`config.mk`:
```
export PLATFORM = sky130hd
export DESIGN_NAME = heap_array_allocator
export DESIGN_NICKNAME = d
export VERILOG_FILES = /design/src/rtl/heap_array_allocator.sv
export SDC_FILE = /design/constraint.sdc
export NUM_CORES = 1
export LEC_CHECK = 0
export BUFFER_PORTS_ARGS = -buffer_cell sky130_fd_sc_hd__buf_2
export CAP_MARGIN = 0
export CORE_ASPECT_RATIO = 0.8
export CORE_MARGIN = 1.5
export CORE_UTILIZATION = 53
export CTS_CLUSTER_SIZE = 24
export DETAILED_ROUTE_END_ITERATION = 6
export PLACE_DENSITY = 0.78
export SETUP_SLACK_MARGIN = 0.4
export SLEW_MARGIN = 20
export SYNTH_ARGS = -nofsm -noshare
export SYNTH_HDL_FRONTEND = slang
export SYNTH_SLANG_ARGS = --single-unit
```
`constraint.sdc`:
```
create_clock -name clock -period 4.9 [get_ports clock]
set_input_delay 0.98 -clock clock [delete_from_list [all_inputs] [get_ports clock]]
set_output_delay 0.98 -clock clock [all_outputs]
set_load 0.03 [all_outputs]
```
`src/rtl/heap_array_allocator.sv`:
```
// Shared heap array-slot allocator: round-robin arbitration of alloc/free requests,
// LIFO recycling of freed ids, and a per-array size table with max-index tracking.
module heap_array_allocator #(
  parameter int MemoryElementWidth = 12,
  parameter int NArrays            = 4,
  parameter int NRequesters        = 2
) (
  input  logic                                    clock,
  input  logic                                    reset,
  input  logic [NRequesters-1:0]                  req,
  input  logic [NRequesters-1:0]                  op,
  input  logic [NRequesters*MemoryElementWidth-1:0] free_array,
  output logic [NRequesters-1:0]                  ack,
  output logic [MemoryElementWidth-1:0]           resp_array,
  output logic                                    resp_error,
  input  logic                                    upd_valid,
  input  logic [MemoryElementWidth-1:0]           upd_array,
  input  logic [MemoryElementWidth-1:0]           upd_index,
  input  logic [MemoryElementWidth-1:0]           size_array,
  output logic [MemoryElementWidth-1:0]           size_out,
  output logic [MemoryElementWidth-1:0]           allocs_out,
  output logic [MemoryElementWidth-1:0]           free_count
);

  localparam int W  = MemoryElementWidth;
  localparam int AW = (NArrays > 1) ? $clog2(NArrays) : 1;
  localparam int RW = (NRequesters > 1) ? $clog2(NRequesters) : 1;
  localparam logic [W:0]  NARR = (W+1)'(NArrays);
  localparam logic [RW:0] NREQ = (RW+1)'(NRequesters);

  typedef enum logic [1:0] {
    IDLE,
    EXEC,
    DONE
  } state_t;

  state_t state, state_next;

  logic [RW-1:0] ptr;
  logic [RW-1:0] winner;
  logic [RW-1:0] pick;
  logic          any_req;
  logic [RW:0]   arb_sum;
  logic [RW:0]   win_inc;

  logic [W:0]    allocs;
  logic [W:0]    depth;
  logic [W-1:0]  stack [NArrays];
  logic [NArrays-1:0] in_use;
  logic [W-1:0]  size_tbl [NArrays];

  logic [W-1:0]  free_ids [NRequesters];
  logic          op_sel;
  logic [W-1:0]  free_id;
  logic [W-1:0]  top_id;
  logic [W-1:0]  exec_id;
  logic [AW-1:0] exec_idx;
  logic          exec_err;
  logic          alloc_pop;
  logic          alloc_new;
  logic          alloc_ok;
  logic          free_ok;

  logic [W:0]    upd_sum;
  logic [W-1:0]  upd_new;
  logic [W-1:0]  upd_cur;
  logic [AW-1:0] upd_idx;
  logic          upd_grow;

  always_comb begin
    for (int r = 0; r < NRequesters; r++) begin
      free_ids[r] = free_array[r*W +: W];
    end
  end

  // Scan from the pointer upward; descending loop so the smallest offset wins.
  always_comb begin
    any_req = 1'b0;
    pick    = ptr;
    arb_sum = '0;
    for (int i = NRequesters - 1; i >= 0; i--) begin
      arb_sum = {1'b0, ptr} + (RW+1)'(i);
      if (arb_sum >= NREQ) begin
        arb_sum = arb_sum - NREQ;
      end
      if (req[arb_sum[RW-1:0]]) begin
        any_req = 1'b1;
        pick    = arb_sum[RW-1:0];
      end
    end
  end

  assign win_inc = {1'b0, winner} + (RW+1)'(1);

  always_ff @(posedge clock or posedge reset) begin
    if (reset) begin
      state <= IDLE;
    end else begin
      state <= state_next;
    end
  end

  always_comb begin
    state_next = state;
    op_sel     = op[winner];
    free_id    = free_ids[winner];
    top_id     = stack[AW'(depth - (W+1)'(1))];
    exec_id    = '0;
    exec_err   = 1'b0;
    alloc_pop  = 1'b0;
    alloc_new  = 1'b0;
    free_ok    = 1'b0;
    case (state)
      IDLE: begin
        if (any_req) begin
          state_next = EXEC;
        end
      end
      EXEC: begin
        state_next = DONE;
        if (!op_sel) begin
          if (depth != '0) begin
            alloc_pop = 1'b1;
            exec_id   = top_id;
          end else if (allocs < NARR) begin
            alloc_new = 1'b1;
            exec_id   = allocs[W-1:0];
          end else begin
            exec_err = 1'b1;
          end
        end else begin
          exec_id = free_id;
          if (({1'b0, free_id} >= allocs) || !in_use[AW'(free_id)]) begin
            exec_err = 1'b1;
          end else begin
            free_ok = 1'b1;
          end
        end
      end
      DONE: begin
        state_next = IDLE;
      end
      default: begin
        state_next = IDLE;
      end
    endcase
  end

  assign alloc_ok = alloc_pop | alloc_new;
  assign exec_idx = AW'(exec_id);

  always_ff @(posedge clock or posedge reset) begin
    if (reset) begin
      ptr        <= '0;
      winner     <= '0;
      allocs     <= '0;
      depth      <= '0;
      in_use     <= '0;
      ack        <= '0;
      resp_array <= '0;
      resp_error <= 1'b0;
      for (int k = 0; k < NArrays; k++) begin
        stack[k] <= '0;
      end
    end else begin
      ack <= '0;
      case (state)
        IDLE: begin
          if (any_req) begin
            winner <= pick;
          end
        end
        EXEC: begin
          ack[winner] <= 1'b1;
          resp_array  <= exec_id;
          resp_error  <= exec_err;
          if (alloc_pop) begin
            depth <= depth - (W+1)'(1);
          end
          if (alloc_new) begin
            allocs <= allocs + (W+1)'(1);
          end
          if (alloc_ok) begin
            in_use[exec_idx] <= 1'b1;
          end
          if (free_ok) begin
            in_use[exec_idx]     <= 1'b0;
            stack[AW'(depth)]    <= exec_id;
            depth                <= depth + (W+1)'(1);
          end
        end
        DONE: begin
          ptr <= (win_inc >= NREQ) ? '0 : win_inc[RW-1:0];
        end
        default: begin
        end
      endcase
    end
  end

  // Size grows to the highest index written plus one, saturating at the width limit.
  assign upd_sum  = {1'b0, upd_index} + (W+1)'(1);
  assign upd_new  = upd_sum[W] ? '1 : upd_sum[W-1:0];
  assign upd_idx  = AW'(upd_array);
  assign upd_cur  = size_tbl[upd_idx];
  assign upd_grow = upd_valid && ({1'b0, upd_array} < NARR) && ({1'b0, upd_cur} < upd_sum);

  // An alloc clearing an entry takes priority over a same-cycle update to it.
  always_ff @(posedge clock or posedge reset) begin
    if (reset) begin
      for (int j = 0; j < NArrays; j++) begin
        size_tbl[j] <= '0;
      end
    end else begin
      for (int j = 0; j < NArrays; j++) begin
        if (alloc_ok && (exec_idx == AW'(j))) begin
          size_tbl[j] <= '0;
        end else if (upd_grow && (upd_idx == AW'(j))) begin
          size_tbl[j] <= upd_new;
        end
      end
    end
  end

  assign size_out   = ({1'b0, size_array} < NARR) ? size_tbl[AW'(size_array)] : '0;
  assign allocs_out = allocs[W-1:0];
  assign free_count = depth[W-1:0];

endmodule

```
==> results_dict.tcl, run 1 <==
set metrics [dict create \
    power_leakage_nw 4.690 \
    synth_edf_count 0 \
    clock_latency_ns 0.43 \
    fp.dieH_microns 115.3 \
    gp_congestion 0.9058 \
    utilization_pct 62.56 \
    combPwrFrac_pct 22.0 \
    start_util_pct 54.95 \
    critPathMaxStageDelay_ns 0.62 \
    wl_microns 19500 \
    track_usage_pct 25.28 \
    async_flop_share_pct 100.0 \
    cts_resized 0 \
    pin_count 118 \
    ys.flop_type "dfrtp_1" \
    min_path_type "flip-flop to flip-flop" \
    fin_tns_setup_ns 0 \
    synthAdderAreaFrac_pct 4.340 \
    status "finished, final reports clean" \
    vias 6182 \
    yosys.area_share.xor_xnor_pct 2.409 \
    port_buffers 117 \
    muxShareOfSynthArea_pct 21.22 \
    yosys.area_share.simple_pct 13.47 \
    cp_cell_sequence "buf_2, ha_1, and3_1, nand3_1, nor2_1, xnor2_1, ha_1, a211oi_1, o21ai_0, a21oi_1, a2111oi_4, nand4bb_2, mux2i_1, nor2_1" \
    die_w_microns 143.4 \
    ys_ff_latch 145 \
    r2r_cells 9 \
    numCtsBuffers 17 \
    synth_nets 841 \
    pwr-share-seq_pct 39.9 \
    diodes 0 \
    cts_sinks 145 \
    post-dp-hpwl_microns 13640 \
    ctsHoldBuffers 0 \
    slew_violations 0 \
    stdcell_area_sq_um 9518 \
    p_sw_mw 1.106 \
    setup_viol 0 \
    final_antenna_net_count 0 \
    drive_gt1_share_pct 33.41 \
    first_iter_violations 531 \
    htree_levels 4 \
    grt_pass1_vias 6127 \
    worstPathArrival_ns 4.35 \
    cts_setup_buffers 0 \
    skew_ns 0.01310 \
    syn_area_sq_um 8361 \
    yosysUniqueCellTypes 62 \
    tritoncts "done" \
    hold-path-cell-count 0 \
    cp.required_ns 5.21 \
    power_frac_clock_pct 38.1 \
    end_kind "flip-flop" \
    first_pass_iters 4 \
    yosys.area.top_type "dfrtp_1" \
    routedWlPerCell_microns 18.72 \
    min_period_ns 4.046 \
    synth_top_family_by_area "multiplexers" \
    yosysWarningCount 0 \
    swShare_pct 32.98 \
    slowest_stage "nand4bb_2" \
    root_buffer "clkbuf_16" \
    ys_top_cells_by_count "dfrtp_1 (145), nand2_1 (74), nor2_1 (74)" \
    clk_pin_slew_worst_paths_ns 0.06 \
    rsz0062_at_grt "false" \
    grt_overflow 0 \
    cp-start-kind "input pin" \
    fin_crit_sh_pct 82.56 \
    area_growth_pct 13.84 \
    nFillCells 1234 \
    hold_violations 0 \
    synth-seq-area-share_pct 43.40 \
    place_area_sq_um 8936 \
    p_per_area_nw_per_um2 352.5 \
    synthCells 745 \
    grt_start_max_net_pins 146 \
    yosys-top-cells-area "dfrtp_1 (43%), mux4_2 (9.7%), mux2_2 (7.8%)" \
    dieArea_sq_um 16540 \
    fmax_ghz 0.2472 \
    core_sq_um 15210 \
    worst_ir_drop_vdd_uv 267.4 \
    crit_type "input pin to flip-flop" \
    cts_max_path_buffers 2 \
    antenna_found_initial 1 \
    tightest_slew_ns 0.7794 \
    rows 40 \
    nNetsFinal 915 \
    viasPerCell 5.933 \
    max-slew-margin-rel_pct 47.80 \
    synth.avg_cell_area_sq_um 11.22 \
    synth_compound_area_share_pct 9.099 \
    max_cap_violations 0 \
    yosys.cell_count.top_type "dfrtp_1" \
    yosys.area.top_type_share_pct 43.40 \
    drc_errors 0 \
    p_int_mw 2.249 \
    whs_ns 0.4260 \
    worstPathMaxFanout 12 \
    grt_pass1_wl_microns 31910 \
]
sequential cells by signal, indices dropped and copies added, names as in the netlist:
signal	cells
ack	2
size_tbl	48
allocs	13
in_use	4
stack	48
ptr	1
state	2
resp_array	12
winner	1
resp_error	1
depth	13
layer usage:
layer / wire, microns / track usage, % / up-vias
li1: - / - / 2817
met1: 9161 / 37.00 / 3127
met2: 8728 / 37.08 / 217
met3: 1376 / 7.122 / 19
met4: 227 / 6.871 / 2
met5: 9 / 0 / -
through the flow:
stage                     power [mW]  std cells  setup WS [ns]
after floorplan                1.855        745         0.7993
after global placement         2.074       1010         0.6223
after detailed placement       2.094       1010         0.5099
after CTS                      3.373       1042         0.8763
after global routing           3.510       1042         0.5270
final                          3.355       1042         0.8545
layout by cell type (no fill, tap or decap), types with 9 or more instances in the layout:
master       n
dfrtp_1    145
buf_2      117
nor2_1      74
nand2_1     74
mux2_2      58
mux4_2      36
mux2i_1     30
ha_1        29
a311oi_1    22
a21oi_1     21
nor2b_1     18
inv_1       18
clkbuf_16   17
xor2_1      15
nand3_1     14
buf_4       14
o21ai_0     10
a21o_1       9
and3_1       9
final timing paths:
check / startpoint / end / slack, ns
max reg2reg: winner / stack[28] / 0.91
min reg2reg: allocs[10] / allocs[10] / 0.43
max: upd_index[0] / size_tbl[9] / 0.85
min in group asynchronous: reset / size_tbl[39] / 0.78
min: allocs[10] / allocs[10] / 0.43
max in group asynchronous: reset / stack[9] / 3.57
kinds of logic (layout without fill, tap and decap cells):
| family | count (synthesis) | in the layout |
|---|---|---|
| XOR/XNOR | 23 | 23 |
| AND/OR/NAND/NOR | 228 | 228 |
| multiplexers | 125 | 125 |
| buffers and inverters | 97 | 184 |
| adder cells (fa/ha/maj) | 29 | 29 |
| flip-flops | 145 | 145 |
| AO/OA/AOI/OAI | 98 | 98 |
power groups by stage:
| stage | Combinational (mW) | Sequential (mW) | Clock [mW] |
|---|---|---|---|
| floorplan | 0.416 | 1.44 | 0 |
| global placement | 0.720 | 1.35 | 0 |
| detailed placement | 0.737 | 1.36 | 0 |
| CTS | 0.740 | 1.34 | 1.30 |
| global route | 0.807 | 1.35 | 1.35 |
| finish | 0.739 | 1.34 | 1.28 |
critical path, delay by kind of cell:
kind            cells  cell delay (ns)
xor+xnor            1             0.34
simple gates        5             1.16
compound gates      4             0.79
buf+inv             1             0.15
fa+ha+maj           2             0.58
mux                 1             0.34
area by class of cell:
class	count	area, sq um	share of cell area [%]
inverter	20	78.83	0.8282
tap	210	262.8	2.761
sequential	145	3628	38.12
multi-input combinational	503	4255	44.71
clock buffer	19	442.9	4.654
clock inverter	13	138.9	1.459
timing repair buffer	132	710.7	7.467
(Power assumes the default switching activity.)
==> inputs of run 2 (changes only) <==
Settings changed: ABC_AREA set to 1, PLACE_DENSITY 0.78 to 0.77.
Clock period 4.9 ns to 3.53 ns, I/O delays scaled along.
==> run 2 against run 1 <==
Net effect: via count increased by 39%; design area increased by 9.0%; utilization decreased by 0.49 points; non-clock buffer count increased by 19; highest routed layer is now met4.
==> results_dict.tcl, run 2 <==
set metrics [dict create \
    status "finished, final reports clean" \
    power_frac_clock_pct 24.8 \
    cp-start-kind "flip-flop" \
    grt_overflow 0 \
    combPwrFrac_pct 44.5 \
    hp-start "allocs[8]" \
    worstPathMaxFanout 16 \
    grt.met2_usage_pct 40.88 \
    gp_congestion 0.9453 \
    htree_levels 4 \
    syn_area_sq_um 9169 \
    nFillCells 1485 \
    layout_setup_ws_ns 0.6007 \
    yosysWarningCount 0 \
    pin_count 118 \
    reg.largest.list "size_tbl: 48 flops, stack: 48 flops" \
    async_flop_share_pct 100.0 \
    diodes 0 \
    setup_viol 0 \
    crit_top_cell "nand2_1" \
    power_leakage_nw 5.485 \
    worstPathArrival_ns 3.23 \
    synth_edf_count 0 \
    end_kind "flip-flop" \
    synth_nets 1324 \
    slew_violations 0 \
    critPathMaxStageDelay_ns 0.46 \
    min_path_type "flip-flop to flip-flop" \
    crit_type "flip-flop to flip-flop" \
    worst_ir_drop_vdd_uv 464.9 \
    tightest_slew_ns 0.7990 \
    fin_tns_setup_ns 0 \
    final_cells 1538 \
    ys.flop_type "dfrtp_1" \
    power_mw 7.584 \
    ys_top_cells_by_count "nand2_1 (314), nand3_1 (147), dfrtp_1 (145)" \
    grt_pass1_wl_microns 40120 \
    cts_sinks 145 \
    p_int_mw 4.241 \
    rows 42 \
    yosys.cell_count.top_type "nand2_1" \
    dp_cells 1504 \
    nNetsFinal 1401 \
    min_period_ns 2.929 \
    fmax_ghz 0.3414 \
    pwr-share-seq_pct 30.8 \
    rsz0062_at_grt "true" \
    skew_ns 0.01083 \
    whs_ns 0.3992 \
    use_met1_pct 42.74 \
    yosys.area.top_type_share_pct 39.57 \
    first_pass_iters 6 \
    hold-path-cell-count 0 \
    max_cap_violations 0 \
    start_util_pct 54.87 \
    max-slew-margin-rel_pct 46.73 \
    yosysUniqueCellTypes 42 \
    r2r_slack_ns 0.60 \
    tritoncts "done" \
    numCtsBuffers 17 \
    pre_cts_slack_ns 0.1364 \
    slowest_stage "dfrtp_2" \
    vias 8615 \
    place_area_sq_um 9718 \
    antenna_found_initial 0 \
    first_iter_violations 944 \
    r2r_cells 18 \
    synthCells 1228 \
    root_buffer "clkbuf_16" \
    die_w_microns 150.1 \
    cts_max_path_buffers 2 \
    area_growth_pct 13.13 \
    yosys-top-cells-area "dfrtp_1 (40%), nand2_1 (13%), nand3_1 (8.0%)" \
    fin_crit_sh_pct 82.98 \
    viasPerCell 5.601 \
    worstReg2RegStart "winner" \
    cp.required_ns 3.84 \
    track_usage_pct 28.17 \
    drive_gt1_share_pct 18.13 \
    port_buffers 117 \
    post-dp-hpwl_microns 17120 \
    final_common_cell "nand2_1" \
    dieArea_sq_um 18100 \
    ys_ff_latch 145 \
    synth.avg_cell_area_sq_um 7.466 \
    grt_start_max_net_pins 146 \
    utilization_pct 62.07 \
    hold_path_end "allocs[8]" \
    p_per_area_nw_per_um2 731.2 \
    yosys.area.top_type "dfrtp_1" \
    final_antenna_net_count 0 \
    ctsHoldBuffers 0 \
    grt_pass1_vias 7812 \
    final_cell_mix "nand2_1 (314), nand3_1 (147), dfrtp_1 (144), buf_2 (117), inv_1 (106)" \
    clk_pin_slew_worst_paths_ns 0.06 \
    core_sq_um 16710 \
    r2r_end "stack[18]" \
    fp.dieH_microns 120.6 \
    synth-seq-area-share_pct 39.57 \
    drc_errors 0 \
    routedWlPerCell_microns 15.95 \
    swShare_pct 44.08 \
    clock_latency_ns 0.43 \
    stdcell_area_sq_um 10370 \
    grt_busiest_layer "met1" \
    wl_microns 24530 \
    cp_cell_sequence "inv_2, or2_2, o21ai_0, inv_1, ha_1, nand2_1, nor2_1, nand2_1, nor2_1, nor2_1, nand2_1, nand2_1, nand3_4, buf_4, nor2_4, buf_4, nand2_1, nand2_1" \
    use_met3_pct 4.792 \
    p_sw_mw 3.343 \
    hold_violations 0 \
]
==> run 2: changes by cell type after synthesis, sizes merged, moves of 18 or more <==
| cell | previous run | this run |
|---|---|---|
| o21ai | 10 | 102 |
| mux2i | 31 | 0 |
| a21oi | 21 | 52 |
| mux4 | 36 | 0 |
| o22ai | 0 | 21 |
| mux2 | 58 | 1 |
| nand2 | 74 | 324 |
| nand3 | 15 | 154 |
| nor2 | 76 | 101 |
| a311oi | 24 | 0 |
| nor2b | 18 | 0 |
| inv | 20 | 115 |
==> run 2: power groups by stage <==
stage / Clock (mW) / Combinational [mW] / Sequential (mW)
floorplan: 0 / 2.47 / 2.42
CTS: 1.89 / 3.33 / 2.33
detailed placement: 0 / 3.29 / 2.35
finish: 1.88 / 3.37 / 2.33
global route: 1.97 / 3.74 / 2.38
global placement: 0 / 3.23 / 2.34
==> run 2: layer usage <==
metal,vias up,wire length (microns)
met5,-,0
met4,0,416
met3,48,1908
met2,369,10740
met1,4043,11470
li1,4155,-
==> run 2: critical path, delay by kind of cell (launching register included) <==
| family | cells | cell delay [ns] |
|---|---|---|
| compound gates | 1 | 0.08 |
| fa+ha+maj | 1 | 0.32 |
| buf+inv | 4 | 0.71 |
| flops | 1 | 0.46 |
| simple gates | 12 | 1.22 |
==> run 2: cell families after synthesis <==
group                    share of synthesized area, %
buffers and inverters                           11.12
AND/OR/NAND/NOR                                 30.02
multiplexers                                   0.1228
flip-flops                                      39.57
adder cells (fa/ha/maj)                         3.957
AO/OA/AOI/OAI                                   12.24
XOR/XNOR                                        2.961
==> run 2: what timing repair did <==
item                                    4_1_cts  5_1_grt
resized for setup                             1        3
buffers inserted                              0        2
pin swaps                                     0        1
endpoints found under the setup margin        1       54
==> run 2: worst max-delay path by stage <==
stage	startpoint	to	slack, ns	depth (start not counted)
CTS	winner	stack[17]	0.43	14
detailed placement	upd_index[0]	size_tbl[5]	0.14	17
finish	winner	stack[18]	0.60	18
floorplan	size_array[7]	size_out[11]	0.65	5
global route	winner	stack[32]	0.39	13
global placement	upd_index[0]	size_tbl[0]	0.24	17
==> run 2: area by class of cell <==
cell class | instances | area, sq um | share of cell area, %
repair buffers | 151 | 869.6 | 8.384
clock buffers | 19 | 452.9 | 4.367
flip-flops and latches | 145 | 3630 | 34.99
inverters | 119 | 459.2 | 4.427
clock inverters | 13 | 160.2 | 1.544
well taps | 220 | 275.3 | 2.654
multi-input cells | 871 | 4526 | 43.63
==> inputs of run 3 (changes only) <==
Settings changed: CORE_UTILIZATION 53 to 55, PLACE_DENSITY 0.77 to 0.76.
Clock period 3.53 ns to 2.89 ns, I/O delays scaled along.
==> run 3 against run 2 <==
Net effect: the run now ends with DRC left; design area is 22% higher; via count rose by 18%; register-to-register slack worse by 0.42 ns; clock power up 22%; sequential power is 24% higher; combinational power up 74%; hold slack lost 0.18 ns; power is 46% higher; cell count rose by 6.7%; sequential share of layout area shrank 6.3 points; utilization grew 15 points.
==> results_dict.tcl, run 3 (synthesis results as in run 2) <==
set metrics [dict create \
    grt_pass1_vias 8810 \
    port_buffers 117 \
    p_sw_mw 5.243 \
    antenna_found_initial 0 \
    area_growth_pct 38.03 \
    routedWlPerCell_microns 20.71 \
    final_cell_mix "nand2_1 (253), dfrtp_1 (144), buf_2 (102), inv_1 (99), nand3_1 (94)" \
    vias 10150 \
    min_period_ns 2.711 \
    swShare_pct 47.49 \
    post-dp-hpwl_microns 18420 \
    gp_congestion 0.9478 \
    power_frac_clock_pct 20.8 \
    fin_crit_sh_pct 93.81 \
    r2r_slack_ns 0.18 \
    worstPathArrival_ns 3.04 \
    power_mw 11.04 \
    cp-start-kind "flip-flop" \
    layout_setup_ws_ns 0.1788 \
    start_util_pct 55.74 \
    drc_errors 1 \
    pin_count 118 \
    nFillCells 1015 \
    nNetsFinal 1504 \
    final_antenna_net_count 0 \
    htree_levels 4 \
    first_pass_iters 7 \
    cp.required_ns 3.21 \
    track_usage_pct 33.75 \
    diodes 0 \
    max-slew-margin-rel_pct 56.41 \
    rsz0062_at_grt "true" \
    tritoncts "done" \
    clk_pin_slew_worst_paths_ns 0.07 \
    rows 42 \
    grt_pass1_wl_microns 45980 \
    worstPathMaxFanout 7 \
    skew_ns 0.01122 \
    wl_microns 33990 \
    tightest_slew_ns 0.6525 \
    reg.largest.list "size_tbl: 48 flops, stack: 48 flops" \
    die_w_microns 147.4 \
    combPwrFrac_pct 53.1 \
    core_sq_um 16450 \
    power_leakage_nw 6.347 \
    fin_tns_setup_ns 0 \
    multi_input_comb_area_sq_um 5602 \
    status "finished with violations" \
    dieArea_sq_um 17460 \
    final_common_cell "nand2_1" \
    setup_viol 0 \
    grt_start_max_net_pins 60 \
    hold_violations 0 \
    crit_type "flip-flop to flip-flop" \
    worst_ir_drop_vdd_uv 422.5 \
    slew_violations 0 \
    viasPerCell 6.186 \
    min_path_type "input pin to async pin" \
    whs_ns 0.2214 \
    area.sequential_sq_um 3630 \
    end_kind "flip-flop" \
    pwr-share-seq_pct 26.1 \
    p_per_area_nw_per_um2 872.4 \
    pre_cts_slack_ns -0.2625 \
    final_cells 1641 \
    first_iter_violations 1370 \
    max_cap_violations 0 \
    drive_gt1_share_pct 37.09 \
    root_buffer "clkbuf_16" \
    fp.dieH_microns 118.5 \
    violations "DRC" \
    cts_sinks 145 \
    grt_overflow 0 \
    dp_cells 1524 \
    fmax_ghz 0.3688 \
    p_int_mw 5.797 \
    clock_latency_ns 0.44 \
    cts_max_path_buffers 2 \
    numCtsBuffers 17 \
]
==> run 3: cell types whose count changed in the layout (fill, tap and decap cells not counted), sizes merged <==
cell | before | now
buf | 151 | 241
inv | 115 | 123
nand3 | 154 | 160
clkbuf | 19 | 23
clkinvlp | 7 | 3
bufinv | 3 | 1
clkinv | 7 | 8
==> run 3: final cells by class <==
cell class	count	share of cell area (%)
clock buffers	18	3.470
clock inverters	14	1.285
inverters	119	3.816
multi-input cells	877	44.26
flip-flops and latches	145	28.68
well taps	220	2.175
repair buffers	246	16.19
repair inverters	2	0.1186
==> run 3: path summary, 6_finish.rpt <==
check / cells past startpoint / start / to
worst max register to register: 19 / winner / stack[41]
worst min-delay path: 2 / reset / size_tbl[41]
max in group asynchronous: 3 / reset / winner
worst min register to register: 0 / allocs[10] / allocs[10]
worst max-delay path: 19 / winner / stack[41]
min in group clock: 0 / allocs[10] / allocs[10]
==> run 3: timing repair <==
| item | 4_1_cts | 5_1_grt |
|---|---|---|
| pin swaps | 26 | 72 |
| setup buffers | 47 | 19 |
| hold buffers | 0 | 0 |
| gates resized for setup | 114 | 202 |
| endpoints found under the setup margin | 116 | 121 |
| cloned | 7 | 12 |
==> run 3: critical path: stages, from the launching register on <==
cell	delay, ns
dfrtp_2	0.48
inv_4	0.07
or2_4	0.23
o21ai_1	0.08
inv_1	0.11
ha_4	0.29
nand2_2	0.06
nor2_2	0.13
nand2_1	0.06
nor2_1	0.08
nor2_1	0.04
nand2_1	0.11
nand2_2	0.10
nand3_4	0.14
buf_12	0.15
nor2_4	0.05
buf_12	0.15
buf_16	0.14
nand2_2	0.05
nand2_1	0.05
==> run 3: power groups by stage <==
stage,logic [mW],clock network (mW),registers (mW)
after global placement,4.12,0,2.85
after floorplan,3.06,0,2.95
final,5.86,2.30,2.88
after CTS,4.81,2.27,2.84
after global routing,6.22,2.39,2.93
after detailed placement,4.19,0,2.86
==> run 3: routing by layer <==
metal	global-route usage (%)	share of wire, %
met5	0	0
met1	49.45	39
met4	13.06	4.2
met3	8.031	13
met2	48.09	44
==> run 3: metrics by stage <==
step                instance area [sq um]  util [%]
finish                              12660     76.94
global route                        12660     76.94
CTS                                 11500     69.94
detailed placement                  10040     61.01
global placement                    10040     61.01
floorplan                            9314         -
